**src/rtl/set_assoc_cache_pkg.sv**
```systemverilog
// Shared types and address-field helpers for the set-associative cache.
package set_assoc_cache_pkg;

  localparam int unsigned WordSizeDefault = 16;

  typedef enum logic [1:0] {StIdle, StLookup, StWback, StRefill} cache_state_e;

  function automatic int unsigned offset_bits(input int unsigned line_words);
    return $clog2(line_words);
  endfunction

  function automatic int unsigned index_bits(input int unsigned sets);
    return $clog2(sets);
  endfunction

  // A direct-mapped-by-set build still needs a 1-bit index signal.
  function automatic int unsigned index_width(input int unsigned sets);
    return (sets > 1) ? $clog2(sets) : 1;
  endfunction

  function automatic int unsigned tag_bits(input int unsigned word_size,
                                           input int unsigned line_words,
                                           input int unsigned sets);
    return word_size - offset_bits(line_words) - index_bits(sets);
  endfunction

endpackage

```
**src/rtl/cache_way_array.sv**
```systemverilog
// Tag/valid/dirty/data storage for one cache way: asynchronous read port, one write port.
module cache_way_array #(
  parameter int unsigned SETS     = 4,
  parameter int unsigned IdxW     = 2,
  parameter int unsigned TagW     = 12,
  parameter int unsigned LineBits = 64
) (
  input  logic                clk_i,
  input  logic                rst_i,
  input  logic [IdxW-1:0]     rd_idx_i,
  output logic [TagW-1:0]     rd_tag_o,
  output logic                rd_valid_o,
  output logic                rd_dirty_o,
  output logic [LineBits-1:0] rd_line_o,
  input  logic                we_i,
  input  logic [IdxW-1:0]     wr_idx_i,
  input  logic [TagW-1:0]     wr_tag_i,
  input  logic                wr_dirty_i,
  input  logic [LineBits-1:0] wr_line_i
);

  logic [SETS-1:0]     valid_q;
  logic [SETS-1:0]     dirty_q;
  logic [TagW-1:0]     tag_q  [SETS];
  logic [LineBits-1:0] line_q [SETS];

  always_ff @(posedge clk_i) begin
    if (rst_i) begin
      valid_q <= '0;
      dirty_q <= '0;
    end else if (we_i) begin
      valid_q[wr_idx_i] <= 1'b1;
      dirty_q[wr_idx_i] <= wr_dirty_i;
    end
  end

  // Payload arrays carry no reset; valid_q gates their use.
  always_ff @(posedge clk_i) begin
    if (we_i) begin
      tag_q[wr_idx_i]  <= wr_tag_i;
      line_q[wr_idx_i] <= wr_line_i;
    end
  end

  assign rd_tag_o   = tag_q[rd_idx_i];
  assign rd_valid_o = valid_q[rd_idx_i];
  assign rd_dirty_o = dirty_q[rd_idx_i];
  assign rd_line_o  = line_q[rd_idx_i];

endmodule

```
**src/rtl/set_assoc_cache.sv**
```systemverilog
// Write-back, write-allocate, 1- or 2-way set-associative cache with LRU replacement.
// Define CACHE_STATS_EN to add saturating hit_count/miss_count outputs.
module set_assoc_cache
  import set_assoc_cache_pkg::*;
#(
  parameter int unsigned WORD_SIZE  = WordSizeDefault,
  parameter int unsigned LINE_WORDS = 4,
  parameter int unsigned SETS       = 4,
  parameter int unsigned WAYS       = 2
) (
  input  logic                       clk,
  input  logic                       reset_n,
  input  logic                       cpu_req,
  input  logic                       cpu_we,
  input  logic [WORD_SIZE-1:0]       cpu_addr,
  input  logic [WORD_SIZE-1:0]       cpu_wdata,
  output logic [WORD_SIZE-1:0]       cpu_rdata,
  output logic                       cpu_ready,
  output logic                       mem_req,
  output logic                       mem_we,
  output logic [WORD_SIZE-1:0]       mem_addr,
  output logic [WORD_SIZE*LINE_WORDS-1:0] mem_wdata,
  input  logic [WORD_SIZE*LINE_WORDS-1:0] mem_rdata,
  input  logic                       mem_ack
`ifdef CACHE_STATS_EN
  ,
  output logic [WORD_SIZE-1:0]       hit_count,
  output logic [WORD_SIZE-1:0]       miss_count
`endif
);

  localparam int unsigned OffW     = offset_bits(LINE_WORDS);
  localparam int unsigned IdxB     = index_bits(SETS);
  localparam int unsigned IdxW     = index_width(SETS);
  localparam int unsigned TagW     = tag_bits(WORD_SIZE, LINE_WORDS, SETS);
  localparam int unsigned LineBits = WORD_SIZE * LINE_WORDS;

  cache_state_e state_q, state_d;
  logic         victim_q, victim_d;
  logic [SETS-1:0] lru_q, lru_d;  // per set: index of the least recently used way

  logic [OffW-1:0] off;
  logic [IdxW-1:0] idx;
  logic [TagW-1:0] tag;

  assign off = cpu_addr[OffW-1:0];
  assign tag = cpu_addr[WORD_SIZE-1 -: TagW];

  if (IdxB > 0) begin : g_idx
    assign idx = cpu_addr[OffW +: IdxW];
  end else begin : g_no_idx
    assign idx = '0;
  end

  logic [TagW-1:0]     rd_tag  [WAYS];
  logic [LineBits-1:0] rd_line [WAYS];
  logic [WAYS-1:0]     rd_valid, rd_dirty, way_hit, way_we;
  logic [TagW-1:0]     wr_tag;
  logic                wr_dirty;
  logic [LineBits-1:0] wr_line;

  for (genvar w = 0; w < WAYS; w++) begin : g_way
    cache_way_array #(
      .SETS    (SETS),
      .IdxW    (IdxW),
      .TagW    (TagW),
      .LineBits(LineBits)
    ) u_way (
      .clk_i     (clk),
      .rst_i     (reset_n),
      .rd_idx_i  (idx),
      .rd_tag_o  (rd_tag[w]),
      .rd_valid_o(rd_valid[w]),
      .rd_dirty_o(rd_dirty[w]),
      .rd_line_o (rd_line[w]),
      .we_i      (way_we[w]),
      .wr_idx_i  (idx),
      .wr_tag_i  (wr_tag),
      .wr_dirty_i(wr_dirty),
      .wr_line_i (wr_line)
    );
    assign way_hit[w] = rd_valid[w] && (rd_tag[w] == tag);
  end

  function automatic logic [WORD_SIZE-1:0] line_addr(input logic [TagW-1:0] t,
                                                     input logic [IdxW-1:0] i);
    return (WORD_SIZE'(t) << (OffW + IdxB)) | (WORD_SIZE'(i) << OffW);
  endfunction

  logic                 hit, hit_way, victim_c;
  logic [LineBits-1:0]  hit_line, merged_line;
  logic [WORD_SIZE-1:0] hit_word;

  always_comb begin
    hit     = |way_hit;
    hit_way = 1'b0;
    if (WAYS == 2 && !way_hit[0]) hit_way = 1'b1;

    victim_c = lru_q[idx];
    if (WAYS == 1 || !rd_valid[0]) begin
      victim_c = 1'b0;
    end else if (!rd_valid[WAYS-1]) begin
      victim_c = 1'b1;
    end

    hit_line    = rd_line[hit_way];
    hit_word    = hit_line[WORD_SIZE*off +: WORD_SIZE];
    merged_line = hit_line;
    merged_line[WORD_SIZE*off +: WORD_SIZE] = cpu_wdata;
  end

  always_comb begin
    state_d   = state_q;
    victim_d  = victim_q;
    lru_d     = lru_q;
    way_we    = '0;
    wr_tag    = tag;
    wr_dirty  = 1'b0;
    wr_line   = merged_line;
    cpu_ready = 1'b0;
    cpu_rdata = '0;
    mem_req   = 1'b0;
    mem_we    = 1'b0;
    mem_addr  = '0;
    mem_wdata = '0;

    unique case (state_q)
      StIdle: begin
        if (cpu_req) state_d = StLookup;
      end
      StLookup: begin
        if (hit) begin
          cpu_ready = 1'b1;
          cpu_rdata = hit_word;
          if (cpu_we) begin
            way_we[hit_way] = 1'b1;
            wr_dirty        = 1'b1;
          end
          if (WAYS == 2) lru_d[idx] = ~hit_way;
          state_d = StIdle;
        end else begin
          victim_d = victim_c;
          state_d  = (rd_valid[victim_c] && rd_dirty[victim_c]) ? StWback : StRefill;
        end
      end
      StWback: begin
        mem_req   = 1'b1;
        mem_we    = 1'b1;
        mem_addr  = line_addr(rd_tag[victim_q], idx);
        mem_wdata = rd_line[victim_q];
        if (mem_ack) state_d = StRefill;
      end
      StRefill: begin
        mem_req  = 1'b1;
        mem_addr = line_addr(tag, idx);
        if (mem_ack) begin
          way_we[victim_q] = 1'b1;
          wr_line          = mem_rdata;
          if (WAYS == 2) lru_d[idx] = ~victim_q;
          state_d = StLookup;
        end
      end
      default: state_d = StIdle;
    endcase

    // Outputs read as idle for the whole time reset is held.
    if (reset_n) begin
      way_we    = '0;
      cpu_ready = 1'b0;
      cpu_rdata = '0;
      mem_req   = 1'b0;
      mem_we    = 1'b0;
      mem_addr  = '0;
      mem_wdata = '0;
    end
  end

  always_ff @(posedge clk) begin
    if (reset_n) begin
      state_q  <= StIdle;
      victim_q <= 1'b0;
      lru_q    <= '0;
    end else begin
      state_q  <= state_d;
      victim_q <= victim_d;
      lru_q    <= lru_d;
    end
  end

`ifdef CACHE_STATS_EN
  logic                 first_q;  // current LOOKUP is the first for this request
  logic [WORD_SIZE-1:0] hit_cnt_q, miss_cnt_q;

  always_ff @(posedge clk) begin
    if (reset_n) begin
      first_q    <= 1'b0;
      hit_cnt_q  <= '0;
      miss_cnt_q <= '0;
    end else begin
      if (state_q == StIdle && cpu_req) begin
        first_q <= 1'b1;
      end else if (state_q == StLookup && !hit) begin
        first_q <= 1'b0;
      end
      if (state_q == StLookup && first_q && hit && !(&hit_cnt_q)) begin
        hit_cnt_q <= hit_cnt_q + 1'b1;
      end
      if (state_q == StLookup && first_q && !hit && !(&miss_cnt_q)) begin
        miss_cnt_q <= miss_cnt_q + 1'b1;
      end
    end
  end

  assign hit_count  = hit_cnt_q;
  assign miss_count = miss_cnt_q;
`endif

endmodule

```
**config.mk**
```make
export PLATFORM = sky130hd
export DESIGN_NAME = set_assoc_cache
export DESIGN_NICKNAME = d
export VERILOG_FILES = /design/src/rtl/set_assoc_cache_pkg.sv /design/src/rtl/cache_way_array.sv /design/src/rtl/set_assoc_cache.sv
export SDC_FILE = /design/constraint.sdc
export NUM_CORES = 1
export LEC_CHECK = 0
export CORE_ASPECT_RATIO = 0.5
export CORE_MARGIN = 4
export CORE_UTILIZATION = 40
export DETAILED_ROUTE_END_ITERATION = 10
export SYNTH_ARGS = -nofsm -noshare
export SYNTH_HDL_FRONTEND = slang
export SYNTH_HIERARCHICAL = 1
export SYNTH_SLANG_ARGS = --single-unit
```
**constraint.sdc**
```tcl
create_clock -name clk -period 6.4 [get_ports clk]
set_clock_uncertainty 0.15 [all_clocks]
set_input_delay 0.96 -clock clk [delete_from_list [all_inputs] [get_ports clk]]
set_output_delay 0.96 -clock clk [all_outputs]
set_load 0.005 [all_outputs]
```
==> results.cfg, run 1 <==
[synth]
netlist.top_cell.by_area = edfxtp_1
synthAdderAreaFrac_pct = 0.415
synthTopCellsByCount = edfxtp_1, mux4_2, mux2i_1, nor2_1, a21oi_1
ys_top_cells_by_area = edfxtp_1, mux4_2, mux2i_1
yosys.area_share.xor_xnor_pct = 0.774
netlist_area_sq_mm = 0.0271
synth_top_family_by_area = multiplexers
syn_area_per_cell_sq_um = 17.7
yosysUniqueCellTypes = 47
yosys.area_share.simple_pct = 3.30
ys_ff_latch = 631
synthArstFlopShare_pct = 0
ys.flop_type = edfxtp_1
synth-edff-count = 608
yosys_warnings = 6
synth_compound_area_share_pct = 5.53
yosysSeqAreaShare_pct = 68.9
synthCells = 1533
yosysMostFrequentCell = edfxtp_1
muxShareOfSynthArea_pct = 18.7
synth_top_area_share_pct = 67.2

[worst_setup_path]
crit_required_ns = 5.29
startpoint_type = primary input
path_cells = buf_8 > mux4_2 > xnor2_1 > nand4_1 > nor4_2 > buf_12 > mux2i_1 > a222oi_1 > and3_1 > clkdlybuf4s50_1
crit_path_max_fanout = 41
cp_top_family = simple AND/OR/NAND/NOR gates
cpPeakStageDelay_ns = 0.80
critPathBufInv = 3
path_class = in2out
slowest_stage = nor4_2
worstPathArrival_ns = 4.96
worstSetupEndpointType = output port

[detailed_routing]
drtAntennaViolNets = 0
drc = 0
vias = 15400
drt-pass1-iter-count = 5
wl_um = 75000
drt_iter0_drc = 1784
viasPerCell = 5.74
wl_per_cell_um = 27.9

[clock_network]
cts_sinks = 631
cts_hold_buf = 0
cts_root_buf = clkbuf_16
ctsResizeCount = 0
worstSkewPairLatency_ns = 0.62
clk_pin_slew_worst_paths_ns = 0.07
cts_setup_buffers = 0
cts_tree = built
clockBufferDepth = 3
htreeDepth = 2
cts_buffers = 56

[grt]
first_global_vias = 15100
track_usage_pct = 20.4
grt_pass1_wl_um = 107000
grt-ovfl-total = 0
grt_max_degree = 131
antenna_found_initial = 2

[timing]
finalCriticalPeriod_ns = 6.07
setup_tns_ns = 0
hold-worst-slack_ns = 0.298
worst_pin_slew_ns = 0.992
fmax_mhz = 165
slew_headroom_pct = 33.9
rsz0062_at_grt = false
fin_crit_sh_pct = 94.8
setup_viol = 0
final-hold-violation-count = 0
slew_violations = 0

[die]
io_pins = 200
die_x_um = 376
die_height_um = 192
num_rows = 67
start_util_pct = 40.5
core-area_sq_mm = 0.0671
dieArea_sq_mm = 0.0724

[power]
ir_drop_v = 0.000196
pwr_density_cell_mw_per_mm2 = 269
power_leakage_nw = 9.87

[place]
io_buffer_count = 197
dp_hpwl_um = 48700
gp_congestion = 0.867

[final_layout]
nNetsFinal = 1855
regArea_sq_mm = 0.0187
multi_input_area_sq_mm = 0.00785
fillers = 5644
post-route-util_pct = 48.0
antennaDiodeCount = 0
syn2layout_area_growth_pct = 18.5
final_layout_size_suffix_gt1_share_pct = 17.8

[hold_path]
hp-class = reg2reg

[job]
cap_violations = 0

[run_status]
status = completed
## metrics by stage
step / cell area [sq um] / worst slack, ns / total power, mW / cells
final: 32200 / 0.335 / 8.65 / 2686
after global routing: 32200 / 0.147 / 8.94 / 2686
after CTS: 32200 / 0.337 / 8.71 / 2686
after detailed placement: 30300 / 0.376 / 5.30 / 2584
after global placement: 30300 / 0.396 / 5.30 / 2584
after floorplan: 27200 / 0.652 / 5.02 / 1534
## worst paths after layout
path	startpoint	endpoint	slack, ns	cells past startpoint
worst min register to register	g_way[1].u_way/valid_q[0]$_SDFFE_PP0P_	g_way[1].u_way/valid_q[0]$_SDFFE_PP0P_	0.30	2
worst max-delay path	cpu_addr[2]	cpu_rdata[10]	0.33	10
worst min-delay path	g_way[1].u_way/valid_q[0]$_SDFFE_PP0P_	g_way[1].u_way/valid_q[0]$_SDFFE_PP0P_	0.30	2
worst max register to register	g_way[1].u_way/tag_q[3][3]$_DFFE_PP_	g_way[1].u_way/line_q[0][31]$_DFFE_PP_	2.00	10
## sequential cells by signal (all words and copies together) (netlist names)
name	count
g_way.u_way/dirty_q	8
g_way.u_way/line_q	512
g_way.u_way/tag_q	96
g_way.u_way/valid_q	8
lru_q	4
state_q	2
victim_q	1
## cell usage in the layout, fill, tap and decap left out, types with 27 or more instances in the layout
| cell type | n |
|---|---|
| o21ai_0 | 67 |
| mux2i_1 | 154 |
| clkbuf_16 | 58 |
| clkdlybuf4s50_1 | 195 |
| nor2_1 | 101 |
| edfxtp_1 | 608 |
| o21a_1 | 64 |
| a21oi_1 | 96 |
| buf_4 | 38 |
| mux4_2 | 157 |
| nand2_1 | 27 |
## layout make-up
type | count | area share [%]
tap | 897 | 3.49
sequential | 631 | 58.2
clock inverter | 36 | 1.15
timing repair buffer | 249 | 7.91
inverter | 18 | 0.241
clock buffer | 66 | 4.61
multi-input combinational | 789 | 24.4
## report_power, final
part | leakage (nW) | switching (mW) | internal [mW]
Clock | 0.896 | 1.50 | 1.93
Sequential | 5.68 | 0.00407 | 4.56
Combinational | 3.30 | 0.393 | 0.259
Total | 9.87 | 1.90 | 6.76
## logic make-up (layout without fill, tap and decap cells)
kind of cell,Yosys count,after routing
fa+ha+maj,9,9
compound gates,252,252
xor+xnor,24,24
buf+inv,114,369
simple gates,191,191
mux,311,311
flops,631,631
other cells,1,2
## layer usage
| metal | GRT usage, % | wire, um | share of wire [%] | vias up |
|---|---|---|---|---|
| li1 | - | - | - | 6592 |
| met1 | 29.4 | 32700 | 44 | 8123 |
| met2 | 32.3 | 35200 | 47 | 597 |
| met3 | 3.14 | 4950 | 6.6 | 100 |
| met4 | 5.90 | 2140 | 2.9 | 0 |
| met5 | 0 | 0 | 0 | - |
## worst reg2reg max path, cell delays in order, from the launching register on
cell and delay [ns]:
edfxtp_1 0.36, mux4_2 0.51, xnor2_1 0.25, nand4_1 0.12, or4_1 0.68, nor3_1 0.23, a21oi_1 0.07, nor3_1 0.49
or3b_2 0.58, inv_4 0.33, buf_12 0.30
Power figures use the tool's default switching activity.
==> run 2: changes to the inputs <==
clock period = 7.5 ns   (was 6.4 ns; I/O delays follow)
==> results.cfg, run 2 (synthesized netlist as in run 1, its figures left out) <==
[run_status]
status = completed

[power]
power_leakage_nw = 9.65
ir_drop_v = 0.000159
pwr_density_cell_mw_per_mm2 = 227

[detailed_routing]
wl_per_cell_um = 27.9
drt_iter0_drc = 1688
drtAntennaViolNets = 0
viasPerCell = 5.75
wl_um = 74000
drt-pass1-iter-count = 7
vias = 15300
drc = 0

[die]
die_x_um = 376
io_pins = 200
dieArea_sq_mm = 0.0724
num_rows = 67
die_height_um = 192
start_util_pct = 40.5
core-area_sq_mm = 0.0671

[grt]
antenna_found_initial = 0
first_global_vias = 15100
grt_pass1_wl_um = 106000
grt-ovfl-total = 0
track_usage_pct = 20.2
grt_max_degree = 77

[final_layout]
largest_register_ffs = 512
largestRegisters = g_way.u_way/line_q (512), g_way.u_way/tag_q (96)
syn2layout_area_growth_pct = 17.0
final_common_cell = edfxtp_1
final_layout_size_suffix_gt1_share_pct = 16.1
fillers = 5694
largest-register = g_way.u_way/line_q
nNetsFinal = 1830
final_cell_mix = edfxtp_1, clkdlybuf4s50_1, mux4_2

[worst_setup_path]
worstPathArrival_ns = 5.08
critPathBufInv = 3
crit_path_max_fanout = 76
crit_required_ns = 6.22
rrSetupSlack_ns = 2.79
r2r_cells = 10
cp_top_family = buffers and inverters
rr_endpoint = g_way[1].u_way/line_q[0][29]$_DFFE_PP_
path_class = in2out
r2r-start = g_way[1].u_way/tag_q[3][8]$_DFFE_PP_
startpoint_type = primary input
path_cells = buf_6 > mux4_2 > xnor2_1 > nand4_1 > nor4_2 > buf_12 > mux2i_1 > a222oi_1 > and3_1 > clkdlybuf4s50_1
slowest_stage = buf_6
worstSetupEndpointType = output port
cpPeakStageDelay_ns = 0.61

[clock_network]
clk_pin_slew_worst_paths_ns = 0.06
cts_root_buf = clkbuf_16
cts_sinks = 631
worstSkewPairLatency_ns = 0.62
cts_setup_buffers = 0
clockBufferDepth = 3
ctsResizeCount = 0
cts_hold_buf = 0
cts_buffers = 55
cts_tree = built
htreeDepth = 2

[timing]
fin_ws_ns = 1.15
setup_tns_ns = 0
setup_viol = 0
slew_violations = 0
fin_crit_sh_pct = 84.7
rsz0062_at_grt = false
fmax_mhz = 157
slew_headroom_pct = 23.2
finalCriticalPeriod_ns = 6.35
worst_pin_slew_ns = 1.15
final-hold-violation-count = 0

[hold_path]
hold_path_startpoint = g_way[0].u_way/valid_q[0]$_SDFFE_PP0P_
worstHoldEndpoint = g_way[0].u_way/valid_q[0]$_SDFFE_PP0P_
hp-class = reg2reg
min_path_cells = 2

[place]
gp_congestion = 0.890
io_buffer_count = 197
dp_hpwl_um = 46800
dp_slack_ns = 1.18

[job]
cap_violations = 0
==> run 2: cell count changes in the layout (fill, tap and decap cells not counted), sizes merged <==
cell / delta
clkinvlp: -4
buf: -24
clkinv: -4
clkbuf: +5
inv: +1
bufinv: -4
diode: +1
==> run 2: area by class of cell <==
class / instances / area (sq um) / area share, %
Antenna cell: 1 / 2.50 / 0.00788
Clock buffer: 71 / 1490 / 4.68
Clock inverter: 25 / 205 / 0.646
Inverter: 18 / 77.6 / 0.244
Multi-Input combinational cell: 789 / 7850 / 24.7
Sequential cell: 631 / 18700 / 58.9
Tap cell: 897 / 1120 / 3.53
Timing Repair Buffer: 225 / 2300 / 7.24
==> run 2: worst max-delay path by stage <==
| stage | depth (start not counted) | end | slack (ns) | start |
|---|---|---|---|---|
| final | 10 | cpu_rdata[8] | 1.15 | cpu_addr[3] |
| after global routing | 10 | cpu_rdata[8] | 0.98 | cpu_addr[3] |
| after CTS | 10 | cpu_rdata[8] | 1.15 | cpu_addr[3] |
| after detailed placement | 10 | cpu_rdata[8] | 1.18 | cpu_addr[3] |
| after global placement | 10 | cpu_rdata[8] | 1.20 | cpu_addr[3] |
| after floorplan | 11 | g_way[1].u_way/line_q[0][0]$_DFFE_PP_ | 1.59 | cpu_addr[2] |
==> run 2: stage by stage <==
stage / utilization (%) / total power, mW / hold slack (ns) / std cells / instance area, sq um
after floorplan: - / 4.28 / 0.266 / 1534 / 27200
after global placement: 44.8 / 4.51 / 0.284 / 2560 / 30100
after detailed placement: 44.8 / 4.52 / 0.288 / 2560 / 30100
after CTS: 47.4 / 7.26 / 0.298 / 2656 / 31800
after global routing: 47.4 / 7.43 / 0.326 / 2656 / 31800
final: 47.4 / 7.20 / 0.297 / 2657 / 31800
==> run 2: power breakdown <==
part,total [mW],internal [mW],switching (mW)
registers,3.90,3.89,0.00330
logic,0.545,0.215,0.330
clock network,2.75,1.50,1.26
==> run 2: worst reg2reg max path: cells and delay by family, from the launching register on <==
kind | cells | cell delay, ns
AOI/OAI and AO/OA | 1 | 0.07
xor gates and xnor gates | 1 | 0.24
buffers and inverters | 2 | 0.89
DFF | 1 | 0.36
muxes | 1 | 0.52
and+or+nand+nor | 5 | 2.17
==> run 2: per-layer routing <==
metal,global-route usage [%],vias up,routed length (um)
met3,3.53,98,4820
met2,32.0,513,34800
met5,0,-,0
met4,5.62,0,2130
met1,29.0,8137,32300
li1,-,6536,-
